File: src/rtl/trigger_link_startup_ctrl.sv
// Bring-up and recovery sequencer for the trigger TX links: drives the shared PLL
// reset and per-link TX resets, waits for lock/reset-done with timeouts, and retries.
module trigger_link_startup_ctrl #(
  parameter int NLINKS         = 4,
  parameter int PLL_RST_CYCLES = 16,
  parameter int TX_RST_CYCLES  = 16,
  parameter int LOCK_TIMEOUT   = 4000,
  parameter int DONE_TIMEOUT   = 4000,
  parameter int MAX_RETRIES    = 7
) (
  input  logic              clk_40,
  input  logic              reset_i,
  input  logic              restart,
  input  logic [NLINKS-1:0] link_mask,
  input  logic [NLINKS-1:0] pll_locked,
  input  logic [NLINKS-1:0] reset_done,
  output logic              pll_reset,
  output logic [NLINKS-1:0] tx_reset,
  output logic              links_ready,
  output logic              fault,
  output logic [3:0]        retry_cnt,
  output logic [2:0]        state
);

  typedef enum logic [2:0] {
    ST_IDLE      = 3'd0,
    ST_PLL_RST   = 3'd1,
    ST_WAIT_LOCK = 3'd2,
    ST_TX_RST    = 3'd3,
    ST_WAIT_DONE = 3'd4,
    ST_READY     = 3'd5,
    ST_RETRY     = 3'd6,
    ST_FAULT     = 3'd7
  } state_t;

  localparam logic [15:0] PLL_RST_LAST = 16'(PLL_RST_CYCLES - 1);
  localparam logic [15:0] TX_RST_LAST  = 16'(TX_RST_CYCLES - 1);
  localparam logic [15:0] LOCK_LAST    = 16'(LOCK_TIMEOUT - 1);
  localparam logic [15:0] DONE_LAST    = 16'(DONE_TIMEOUT - 1);
  localparam logic [3:0]  MAX_RETRY_C  = 4'(MAX_RETRIES);

  state_t            state_r;
  state_t            next_state_s;
  logic [15:0]       timer_r;
  logic [3:0]        retry_cnt_r;
  logic [3:0]        retry_inc_s;
  logic [NLINKS-1:0] pll_locked_meta_r;
  logic [NLINKS-1:0] pll_locked_sync_r;
  logic [NLINKS-1:0] reset_done_meta_r;
  logic [NLINKS-1:0] reset_done_sync_r;
  logic              all_locked_s;
  logic              all_done_s;
  logic              pll_reset_r;
  logic [NLINKS-1:0] tx_reset_r;
  logic              links_ready_r;
  logic              fault_r;
  logic              pll_reset_nxt_s;
  logic [NLINKS-1:0] tx_reset_nxt_s;
  logic              links_ready_nxt_s;
  logic              fault_nxt_s;

  // Two-flop synchronizers for the asynchronous transceiver status inputs.
  always_ff @(posedge clk_40) begin
    if (reset_i) begin
      pll_locked_meta_r <= {NLINKS{1'b0}};
      pll_locked_sync_r <= {NLINKS{1'b0}};
      reset_done_meta_r <= {NLINKS{1'b0}};
      reset_done_sync_r <= {NLINKS{1'b0}};
    end else begin
      pll_locked_meta_r <= pll_locked;
      pll_locked_sync_r <= pll_locked_meta_r;
      reset_done_meta_r <= reset_done;
      reset_done_sync_r <= reset_done_meta_r;
    end
  end

  // Masked links count as locked/done, so an empty mask is trivially all-true.
  assign all_locked_s = &(pll_locked_sync_r | ~link_mask);
  assign all_done_s   = &(reset_done_sync_r | ~link_mask);
  assign retry_inc_s  = (retry_cnt_r == 4'd15) ? 4'd15 : (retry_cnt_r + 4'd1);

  // State register.
  always_ff @(posedge clk_40) begin
    if (reset_i) begin
      state_r <= ST_IDLE;
    end else begin
      state_r <= next_state_s;
    end
  end

  // Next-state logic; restart overrides every other transition.
  always_comb begin
    next_state_s = state_r;
    if (restart) begin
      next_state_s = ST_IDLE;
    end else begin
      case (state_r)
        ST_IDLE: begin
          next_state_s = ST_PLL_RST;
        end
        ST_PLL_RST: begin
          if (timer_r == PLL_RST_LAST) begin
            next_state_s = ST_WAIT_LOCK;
          end else begin
            next_state_s = ST_PLL_RST;
          end
        end
        ST_WAIT_LOCK: begin
          if (all_locked_s) begin
            next_state_s = ST_TX_RST;
          end else if (timer_r == LOCK_LAST) begin
            next_state_s = ST_RETRY;
          end else begin
            next_state_s = ST_WAIT_LOCK;
          end
        end
        ST_TX_RST: begin
          if (timer_r == TX_RST_LAST) begin
            next_state_s = ST_WAIT_DONE;
          end else begin
            next_state_s = ST_TX_RST;
          end
        end
        ST_WAIT_DONE: begin
          if (!all_locked_s) begin
            next_state_s = ST_RETRY;
          end else if (all_done_s) begin
            next_state_s = ST_READY;
          end else if (timer_r == DONE_LAST) begin
            next_state_s = ST_RETRY;
          end else begin
            next_state_s = ST_WAIT_DONE;
          end
        end
        ST_READY: begin
          if (!all_locked_s || !all_done_s) begin
            next_state_s = ST_RETRY;
          end else begin
            next_state_s = ST_READY;
          end
        end
        ST_RETRY: begin
          if (retry_inc_s == MAX_RETRY_C) begin
            next_state_s = ST_FAULT;
          end else begin
            next_state_s = ST_PLL_RST;
          end
        end
        ST_FAULT: begin
          next_state_s = ST_FAULT;
        end
        default: begin
          next_state_s = ST_IDLE;
        end
      endcase
    end
  end

  // State timer: cleared on every state entry, saturates rather than wrapping.
  always_ff @(posedge clk_40) begin
    if (reset_i) begin
      timer_r <= 16'd0;
    end else if (restart || (next_state_s != state_r)) begin
      timer_r <= 16'd0;
    end else if (timer_r != 16'hFFFF) begin
      timer_r <= timer_r + 16'd1;
    end else begin
      timer_r <= timer_r;
    end
  end

  // Failed-attempt counter, bumped once per pass through RETRY.
  always_ff @(posedge clk_40) begin
    if (reset_i || restart) begin
      retry_cnt_r <= 4'd0;
    end else if (state_r == ST_RETRY) begin
      retry_cnt_r <= retry_inc_s;
    end else begin
      retry_cnt_r <= retry_cnt_r;
    end
  end

  // Output decode from the current state; registered one cycle later below.
  always_comb begin
    pll_reset_nxt_s   = 1'b1;
    tx_reset_nxt_s    = {NLINKS{1'b1}};
    links_ready_nxt_s = 1'b0;
    fault_nxt_s       = 1'b0;
    case (state_r)
      ST_IDLE, ST_PLL_RST: begin
        pll_reset_nxt_s = 1'b1;
      end
      ST_WAIT_LOCK, ST_TX_RST, ST_RETRY: begin
        pll_reset_nxt_s = 1'b0;
      end
      ST_WAIT_DONE: begin
        pll_reset_nxt_s = 1'b0;
        tx_reset_nxt_s  = ~link_mask;
      end
      ST_READY: begin
        pll_reset_nxt_s   = 1'b0;
        tx_reset_nxt_s    = ~link_mask;
        links_ready_nxt_s = 1'b1;
      end
      ST_FAULT: begin
        fault_nxt_s = 1'b1;
      end
      default: begin
        pll_reset_nxt_s = 1'b1;
      end
    endcase
  end

  // Output registers; restart returns them to their idle values immediately.
  always_ff @(posedge clk_40) begin
    if (reset_i || restart) begin
      pll_reset_r   <= 1'b1;
      tx_reset_r    <= {NLINKS{1'b1}};
      links_ready_r <= 1'b0;
      fault_r       <= 1'b0;
    end else begin
      pll_reset_r   <= pll_reset_nxt_s;
      tx_reset_r    <= tx_reset_nxt_s;
      links_ready_r <= links_ready_nxt_s;
      fault_r       <= fault_nxt_s;
    end
  end

  assign pll_reset   = pll_reset_r;
  assign tx_reset    = tx_reset_r;
  assign links_ready = links_ready_r;
  assign fault       = fault_r;
  assign retry_cnt   = retry_cnt_r;
  assign state       = state_r;

endmodule

File: config.mk
export PLATFORM = sky130hd
export DESIGN_NAME = trigger_link_startup_ctrl
export DESIGN_NICKNAME = d
export VERILOG_FILES = /design/src/rtl/trigger_link_startup_ctrl.sv
export SDC_FILE = /design/constraint.sdc
export NUM_CORES = 1
export LEC_CHECK = 0
export CORE_MARGIN = 1.5
export CORE_UTILIZATION = 53
export CTS_CLUSTER_DIAMETER = 30
export DETAILED_ROUTE_END_ITERATION = 8
export PLACE_DENSITY = 0.81
export SYNTH_ARGS = -nofsm -noshare
export SYNTH_HDL_FRONTEND = slang
export SYNTH_SLANG_ARGS = --single-unit
File: constraint.sdc
create_clock -name clk_40 -period 2.39 [get_ports clk_40]
set_clock_uncertainty 0.15 [all_clocks]
set_input_delay 0.478 -clock clk_40 [delete_from_list [all_inputs] [get_ports clk_40]]
set_output_delay 0.478 -clock clk_40 [all_outputs]
set_load 0.03 [all_outputs]
==> results.json, run 1 <==
{
  "cts-hold-fix-buffers": 0,
  "drt_iter0_markers": 102,
  "fin_util": 0.714,
  "setup_viol": 0,
  "syn_to_final_growth_pct": 26.0,
  "final_antenna_net_count": 0,
  "synth_compound_area_frac": 0.103,
  "gr-total-overflow": 0,
  "layout.nets": 279,
  "slew_headroom": 0.659,
  "synth_edf_count": 0,
  "netSwitchingPower_mw": 0.286,
  "hold_path_class": "reg -> reg",
  "vias": 1672,
  "crit_buf_inv": 1,
  "use_met2": 0.330,
  "synthAdderAreaFrac": 0.0129,
  "status": "completed",
  "synth_cells": 215,
  "drc": 0,
  "critPathRequiredTime_ns": 1.76,
  "clk_root_buffer_cell": "clkbuf_4",
  "cp_top_family": "buffers and inverters",
  "htree_levels": 2,
  "worst_pin_slew_ns": 0.508,
  "total_power_mw": 1.23,
  "pin_count": 29,
  "die_x_um": 63.4,
  "rsz0062_at_grt": "false",
  "num_rows": 21,
  "pwr_density_cell_nw_per_um2": 504,
  "timing.fmax_ghz": 0.465,
  "synthXorXnorAreaFrac": 0.0452,
  "synth.area.mux_share": 0.0103,
  "coreArea_um2": 3420,
  "ys.flop_type": "dfxtp_1",
  "wirelength_um": 3680,
  "use_met1": 0.241,
  "crit_slowest_cell": "clkdlybuf4s50_1",
  "portBuffers": 28,
  "clkPwrFrac": 0.296,
  "cts_tree": "done",
  "wl_per_cell_um": 11.9,
  "synthTopCellsByArea": "dfxtp_1 48%, nor2b_1 5.8%, nor3_1 4.9%",
  "async_reset_ff_frac": 0,
  "path_cells": "clkdlybuf4s50_1",
  "start_kind": "register",
  "clkSinkCount": 46,
  "synth_top_family_by_area": "simple AND/OR/NAND/NOR gates",
  "critPathArrivalTime_ns": 1.52,
  "grtUsageTotal": 0.199,
  "nFillCells": 275,
  "p_seq_frac": 0.638,
  "grt_pass1_vias": 1453,
  "drive_gt1_frac": 0.133,
  "slowest_delay_ns": 0.71,
  "synth-seq-area-share": 0.476,
  "clk_latency_ns": 0.36,
  "synth-seq-cells": 46,
  "synth_cell_types": 45,
  "internal-power_mw": 0.943,
  "end_kind": "primary output",
  "post_cts_buffers": 0,
  "place_congestion": 0.916,
  "yosysTopAreaCell": "dfxtp_1",
  "synth_warnings": 0,
  "netlist_area_um2": 1940,
  "final_min_period_over_clock_period": 0.900,
  "grt_max_degree": 18,
  "first_pass_iters": 4,
  "p_comb_frac": 0.066,
  "grt_pass1_wl_um": 6330,
  "synth_common_cells": "46 x dfxtp_1, 19 x nor3_1, 18 x nor2b_1",
  "post_drt_via_cell_ratio": 5.41,
  "start_util": 0.567,
  "critPathKind": "reg -> out",
  "grt_use_met3": 0.0500,
  "path_max_fanout": 6,
  "yosys.area.top_type_share": 0.476,
  "antennaDiodeCount": 0,
  "swShare": 0.233,
  "path_clk_slew_ns": 0.13,
  "cap_violations": 0,
  "die_area_um2": 4020,
  "syn_nets": 232,
  "ir_drop_v": 0.000401,
  "chipHeight_um": 63.4,
  "ctsResizeCount": 0,
  "hold_violations": 0,
  "gr-max-usage-layer": "met2",
  "ff2ff_setup_slack_ns": 0.28,
  "synth.most_common_cell": "dfxtp_1",
  "cts.path.max_buffers": 2,
  "antenna_found_initial": 0,
  "dp_hpwl_um": 2730,
  "finalCriticalPeriod_ns": 2.15,
  "drv_slew": 0,
  "synth-simple-area-share": 0.323,
  "syn_area_per_cell_um2": 9.00,
  "p_leak_nw": 0.892,
  "cts_buffers": 5
}
-- power groups by stage --
stage	clock network [mW]	logic [mW]	registers [mW]
after CTS	0.376	0.0814	0.784
final	0.364	0.0806	0.784
after global placement	0	0.0800	0.801
after floorplan	0	0.0333	0.802
after global routing	0.409	0.0884	0.786
after detailed placement	0	0.0810	0.801
-- placed cells by master (no fill, tap or decap), drive strengths merged, types with 4 or more instances in the layout --
cell type	Yosys	final
clkdlybuf4s50	0	28
buf	4	19
o21ai	5	5
nand4	8	8
a31oi	6	6
a21oi	7	7
and3	4	4
dfxtp	46	46
inv	6	6
clkbuf	3	5
nand2	16	16
nand2b	8	8
xor2	8	8
nor2b	18	18
nor3	19	19
nand3	11	11
nor2	17	17
-- kinds of logic after synthesis --
family | Yosys count
buf+inv | 13
mux | 2
flops | 46
fa+ha+maj | 2
simple gates | 112
compound gates | 30
xor+xnor | 10
-- registers in the layout, summed over array words and instances (netlist names) --
signal	cells
fault	1
links_ready	1
pll_locked_meta_r	4
pll_locked_sync_r	4
pll_reset	1
reset_done_meta_r	4
reset_done_sync_r	4
retry_cnt	4
state	3
timer_r	16
tx_reset	4
-- final cells by class --
class,instances,area (µm²),area share
tap,46,57.6,0.0236
multi-input combinational,156,956,0.392
inverter,6,22.5,0.00924
timing repair buffer,47,423,0.173
sequential,46,921,0.378
clock inverter,3,21.3,0.00872
clock buffer,5,37.5,0.0154
-- final timing paths --
check | from | to | cells after the start
min reg2reg | pll_locked_meta_r[0]$_SDFF_PP0_ | pll_locked_sync_r[0]$_SDFF_PP0_ | 1
max reg2reg | retry_cnt[0]$_SDFFE_PP0N_ | timer_r[4]$_SDFFE_PP0P_ | 8
min | pll_locked_meta_r[0]$_SDFF_PP0_ | pll_locked_sync_r[0]$_SDFF_PP0_ | 1
max | retry_cnt[2]$_SDFFE_PP0N_ | retry_cnt[2] | 1
-- routing by layer --
layer / up-vias / wire, µm
li1: 857 / -
met1: 772 / 1640
met2: 36 / 1820
met3: 7 / 158
met4: 0 / 59
met5: - / 0
-- per-stage QoR --
step	cells	worst slack, ns	cell area, µm²	hold WS [ns]	setup TNS (ns)
after floorplan	215	0.227	1940	0.264	0
after global placement	301	-0.0416	2380	0.268	-0.130
after detailed placement	301	-0.141	2380	0.274	-1.49
after CTS	309	0.233	2440	0.305	0
after global routing	309	0.0514	2440	0.311	0
final	309	0.239	2440	0.303	0
Power figures use the tool's default switching activity.
==> run 2: changes to the inputs <==
- CELL_PAD_IN_SITES_DETAIL_PLACEMENT: not set -> 1
- CELL_PAD_IN_SITES_GLOBAL_PLACEMENT: not set -> 2
- CORE_UTILIZATION: 53 -> 32
- PLACE_DENSITY: 0.81 -> 0.8
==> run 2 against run 1 <==
  * Routed wire length is 18% higher
  * Global-route usage is 5.3 points lower
  * First-iteration DRC count is 57% lower
  * Die area is 62% higher
  * Core utilization is 29 points lower
  * Non-clock buffer count is 1 lower
  * Combinational power is 2% higher
  * Critical path depth is 7 higher
  * Largest power group unchanged
==> results.json, run 2 (synthesized netlist as in run 1, its figures left out) <==
{
  "grt_pass1_vias": 1595,
  "grtUsageTotal": 0.146,
  "layout.nets": 278,
  "hold_violations": 0,
  "setup_viol": 0,
  "hold_path_class": "reg -> reg",
  "portBuffers": 28,
  "wl_per_cell_um": 12.8,
  "crit_slowest_cell": "nor4_4",
  "path_max_fanout": 8,
  "htree_levels": 2,
  "mostFrequentLayoutCells": "46 x dfxtp_1, 28 x clkdlybuf4s50_1, 19 x nor3_1",
  "slowest_delay_ns": 0.42,
  "worst_pin_slew_ns": 0.547,
  "path_cells": "ha_1, nand3_1, nor4_4, a41o_1, o21ai_2, nand3_2, buf_4, nor3_1",
  "rsz0062_at_grt": "false",
  "pwr_density_cell_nw_per_um2": 547,
  "grt_max_degree": 18,
  "wirelength_um": 4330,
  "start_util": 0.329,
  "largest_reg_flops": 16,
  "chipHeight_um": 80.8,
  "grt_pass1_wl_um": 7380,
  "mostFrequentLayoutCell": "dfxtp_1",
  "end_kind": "register",
  "critPathArrivalTime_ns": 2.20,
  "timing.final.ws_setup_ns": 0.234,
  "min_to": "reset_done_sync_r[0]$_SDFF_PP0_",
  "slew_headroom": 0.633,
  "num_rows": 28,
  "holdWs_ns": 0.295,
  "reg2reg_from": "timer_r[0]$_SDFFE_PP0P_",
  "r2r-end": "timer_r[0]$_SDFFE_PP0P_",
  "regMostFlops": "timer_r",
  "ff2ff_setup_slack_ns": 0.23,
  "first_pass_iters": 4,
  "cts.path.max_buffers": 2,
  "start_kind": "register",
  "status": "completed",
  "antennaDiodeCount": 0,
  "final_antenna_net_count": 0,
  "clk_latency_ns": 0.30,
  "antenna_found_initial": 0,
  "critPathRequiredTime_ns": 2.44,
  "gr-total-overflow": 0,
  "p_leak_nw": 0.900,
  "timing.fmax_ghz": 0.464,
  "place_congestion": 0.757,
  "cts-hold-fix-buffers": 0,
  "holdPathStages": 1,
  "rr_worst_depth": 8,
  "multi_input_area_um2": 965,
  "coreArea_um2": 5890,
  "clkSinkCount": 46,
  "path_clk_slew_ns": 0.10,
  "drive_gt1_frac": 0.137,
  "total_power_mw": 1.37,
  "hold_start": "reset_done_meta_r[0]$_SDFF_PP0_",
  "cts_buffers": 5,
  "setup_tns_ns": 0,
  "drt_iter0_markers": 44,
  "final_area_um2": 2510,
  "place_ws_ns": -0.0911,
  "finalCriticalPeriod_ns": 2.16,
  "final_min_period_over_clock_period": 0.902,
  "post_drt_via_cell_ratio": 4.82,
  "syn_to_final_growth_pct": 29.8,
  "pin_count": 29,
  "dp_hpwl_um": 3270,
  "clk_root_buffer_cell": "clkbuf_8",
  "cts_tree": "done",
  "nFillCells": 705,
  "critPathKind": "reg -> reg",
  "die_x_um": 80.8,
  "placed_area_um2": 2410,
  "drc": 0,
  "ff_latch_area_um2": 921,
  "die_area_um2": 6520,
  "cap_violations": 0,
  "vias": 1626,
  "ir_drop_v": 0.000270,
  "drv_slew": 0
}
[run 2: changes by cell type in the layout (fill, tap and decap cells not counted)]
cell        before  now
buf_4           19   18
clkinv_4         1    0
ha_2             0    1
clkbuf_8         0    5
a31oi_1          6    5
a31oi_2          0    1
clkinv_2         1    0
ha_1             2    1
inv_6            0    3
clkinvlp_4       1    0
clkbuf_4         5    0
[run 2: worst max-delay path by stage]
stage / start / to / slack (ns) / depth (start not counted)
floorplan: retry_cnt[0]$_SDFFE_PP0N_ / timer_r[10]$_SDFFE_PP0P_ / 0.23 / 8
global placement: link_mask[2] / timer_r[2]$_SDFFE_PP0P_ / -0.03 / 9
finish: timer_r[0]$_SDFFE_PP0P_ / timer_r[0]$_SDFFE_PP0P_ / 0.23 / 8
CTS: retry_cnt[0]$_SDFFE_PP0N_ / timer_r[0]$_SDFFE_PP0P_ / 0.20 / 8
global route: timer_r[0]$_SDFFE_PP0P_ / timer_r[9]$_SDFFE_PP0P_ / 0.04 / 8
detailed placement: link_mask[2] / timer_r[0]$_SDFFE_PP0P_ / -0.09 / 9
[run 2: critical path: cells and delay by family (launching register included)]
kind	cells	cell delay, ns
AND/OR/NAND/NOR	4	0.76
flip-flops	1	0.40
AO/OA/AOI/OAI	2	0.33
adder cells (fa/ha/maj)	1	0.25
buffers and inverters	1	0.16
[run 2: per-layer routing]
metal	GRT usage	up-vias	part of all wire	wire length [µm]
met5	0	-	0	0
met4	0.0517	0	0.015	63
met3	0.0281	5	0.039	169
met2	0.229	23	0.45	1960
met1	0.199	742	0.49	2130
li1	-	856	-	-
[run 2: cell type report]
cell class,count,area share
Timing Repair Buffer,46,0.165
Sequential cell,46,0.367
Inverter,6,0.00896
Clock buffer,5,0.0274
Clock inverter,3,0.0105
Multi-Input combinational cell,156,0.384
Tap cell,75,0.0374
[run 2: per-stage QoR]
stage / utilization / cells
floorplan: - / 215
global placement: 0.409 / 329
detailed placement: 0.409 / 329
CTS: 0.425 / 337
global route: 0.427 / 337
finish: 0.427 / 337
[run 2: repair_timing]
item,CTS,global route
hold endpoints to repair,0,0
endpoints found under the setup margin,0,10
gates resized for setup,0,2
setup buffers,0,0
[run 2: power breakdown]
| group | internal (mW) | total [mW] | switching [mW] |
|---|---|---|---|
| Sequential | 0.780 | 0.784 | 0.00397 |
| Clock | 0.218 | 0.508 | 0.290 |
| Combinational | 0.0489 | 0.0821 | 0.0332 |
| Total | 1.05 | 1.37 | 0.328 |
==> run 3: changes to the inputs <==
- CAP_MARGIN: not set -> 25
- CORE_UTILIZATION: 32 -> 35
- CTS_CLUSTER_SIZE: not set -> 10
- PLACE_DENSITY: 0.8 -> 0.87
- clock period: 2.39 -> 2.5 ns (I/O delays scaled with it)
==> run 3 against run 2 <==
  * Total power down 5.3%
  * Sequential share of layout area up 0.46 points
  * Via count up 1.8%
  * Critical path type unchanged
  * Highest routed layer unchanged
==> results.json, run 3 (synthesized netlist as in run 1, its figures left out) <==
{
  "finalCriticalPeriod_ns": 2.25,
  "reg2reg_from": "retry_cnt[0]$_SDFFE_PP0N_",
  "status": "completed",
  "antennaDiodeCount": 0,
  "cts_buffers": 5,
  "post_cts_buffers": 0,
  "cts_tree": "done",
  "clk_root_buffer_cell": "clkbuf_8",
  "setup_viol": 0,
  "htree_levels": 2,
  "p_leak_nw": 0.890,
  "regMostFlops": "timer_r",
  "hold_start": "reset_done_meta_r[2]$_SDFF_PP0_",
  "path_max_fanout": 8,
  "start_util": 0.372,
  "drv_slew": 0,
  "holdPathStages": 1,
  "crit_path_frequent_cell": "a31oi_1",
  "hold_violations": 0,
  "ff2ff_setup_slack_ns": 0.25,
  "grt_pass1_wl_um": 8060,
  "nFillCells": 616,
  "clkSinkCount": 46,
  "critPathKind": "reg -> reg",
  "largest_reg_flops": 16,
  "setup_tns_ns": 0,
  "pin_count": 29,
  "wl_per_cell_um": 13.8,
  "place_congestion": 0.794,
  "drive_gt1_frac": 0.123,
  "syn_to_final_growth_pct": 28.2,
  "mostFrequentLayoutCells": "46 x dfxtp_1, 28 x clkdlybuf4s50_1, 19 x nor3_1",
  "num_rows": 26,
  "final_min_period_over_clock_period": 0.898,
  "rr_worst_depth": 8,
  "dp_hpwl_um": 3410,
  "worst_pin_slew_ns": 0.560,
  "total_power_mw": 1.30,
  "ff_latch_area_um2": 921,
  "drt_iter0_markers": 78,
  "grt_max_degree": 18,
  "hold_path_class": "reg -> reg",
  "path_clk_slew_ns": 0.09,
  "first_pass_iters": 4,
  "grtUsageTotal": 0.169,
  "die_x_um": 77.4,
  "rsz0062_at_grt": "false",
  "portBuffers": 28,
  "min_to": "reset_done_sync_r[2]$_SDFF_PP0_",
  "final_antenna_net_count": 0,
  "start_kind": "register",
  "multi_input_area_um2": 956,
  "die_area_um2": 5990,
  "slowest_delay_ns": 0.43,
  "cts-hold-fix-buffers": 0,
  "cap_violations": 0,
  "cts.path.max_buffers": 2,
  "drc": 0,
  "critPathRequiredTime_ns": 2.57,
  "gr-total-overflow": 0,
  "antenna_found_initial": 0,
  "wirelength_um": 4550,
  "critPathArrivalTime_ns": 2.32,
  "ctsResizeCount": 0,
  "r2r-end": "timer_r[3]$_SDFFE_PP0P_",
  "clk_latency_ns": 0.30,
  "post_drt_via_cell_ratio": 5.02,
  "mostFrequentLayoutCell": "dfxtp_1",
  "layout.nets": 276,
  "vias": 1656,
  "grt_pass1_vias": 1703,
  "pwr_density_cell_nw_per_um2": 524,
  "timing.fmax_ghz": 0.445,
  "path_cells": "ha_1, xor2_1, a31oi_1, and3_1, a31oi_1, nand3_2, buf_4, nor3_1",
  "coreArea_um2": 5200,
  "chipHeight_um": 77.4,
  "slew_headroom": 0.624,
  "end_kind": "register",
  "crit_slowest_cell": "dfxtp_1",
  "ir_drop_v": 0.000297
}
-- run 3: how the worst max path moves through the flow --
stage	to	cells past startpoint	slack, ns	start
finish	timer_r[3]$_SDFFE_PP0P_	8	0.25	retry_cnt[0]$_SDFFE_PP0N_
global route	timer_r[3]$_SDFFE_PP0P_	8	0.01	retry_cnt[0]$_SDFFE_PP0N_
CTS	timer_r[3]$_SDFFE_PP0P_	8	0.27	retry_cnt[0]$_SDFFE_PP0N_
detailed placement	timer_r[3]$_SDFFE_PP0P_	8	-0.05	link_mask[3]
global placement	timer_r[3]$_SDFFE_PP0P_	8	0.08	link_mask[3]
floorplan	timer_r[10]$_SDFFE_PP0P_	8	0.34	retry_cnt[0]$_SDFFE_PP0N_
-- run 3: power breakdown --
part           total [mW]  internal (mW)  switching, mW
Sequential          0.750          0.745        0.00418
Combinational      0.0764         0.0445         0.0318
Clock               0.474          0.202          0.272
-- run 3: critical path: cells and delay by family (launching register included) --
kind | cells | cell delay (ns)
buf+inv | 1 | 0.19
compound gates | 2 | 0.34
xor+xnor | 1 | 0.17
fa+ha+maj | 1 | 0.30
simple gates | 3 | 0.57
flops | 1 | 0.43
-- run 3: layer usage --
| layer | up-vias | routed length [µm] | track usage |
|---|---|---|---|
| met1 | 782 | 2310 | 0.231 |
| met5 | - | 0 | 0 |
| li1 | 846 | - | - |
| met4 | 0 | 64 | 0.0655 |
| met2 | 24 | 2070 | 0.266 |
| met3 | 4 | 109 | 0.0271 |
-- run 3: layout make-up --
cell class	count	share of cell area
Multi-Input combinational cell	156	0.385
Sequential cell	46	0.371
Timing Repair Buffer	44	0.161
Tap cell	70	0.0353
Clock buffer	5	0.0277
Clock inverter	3	0.0101
Inverter	6	0.00908
-- run 3: metrics by stage --
stage	util	instances	hold slack, ns	setup WS (ns)	cell area (µm²)
2_1_floorplan	-	215	0.264	0.337	1940
3_3_place_gp	0.459	322	0.273	0.0808	2390
3_5_place_dp	0.459	322	0.281	-0.0479	2390
4_1_cts	0.477	330	0.306	0.266	2480
5_1_grt	0.477	330	0.321	0.0140	2480
6_report	0.477	330	0.301	0.254	2480
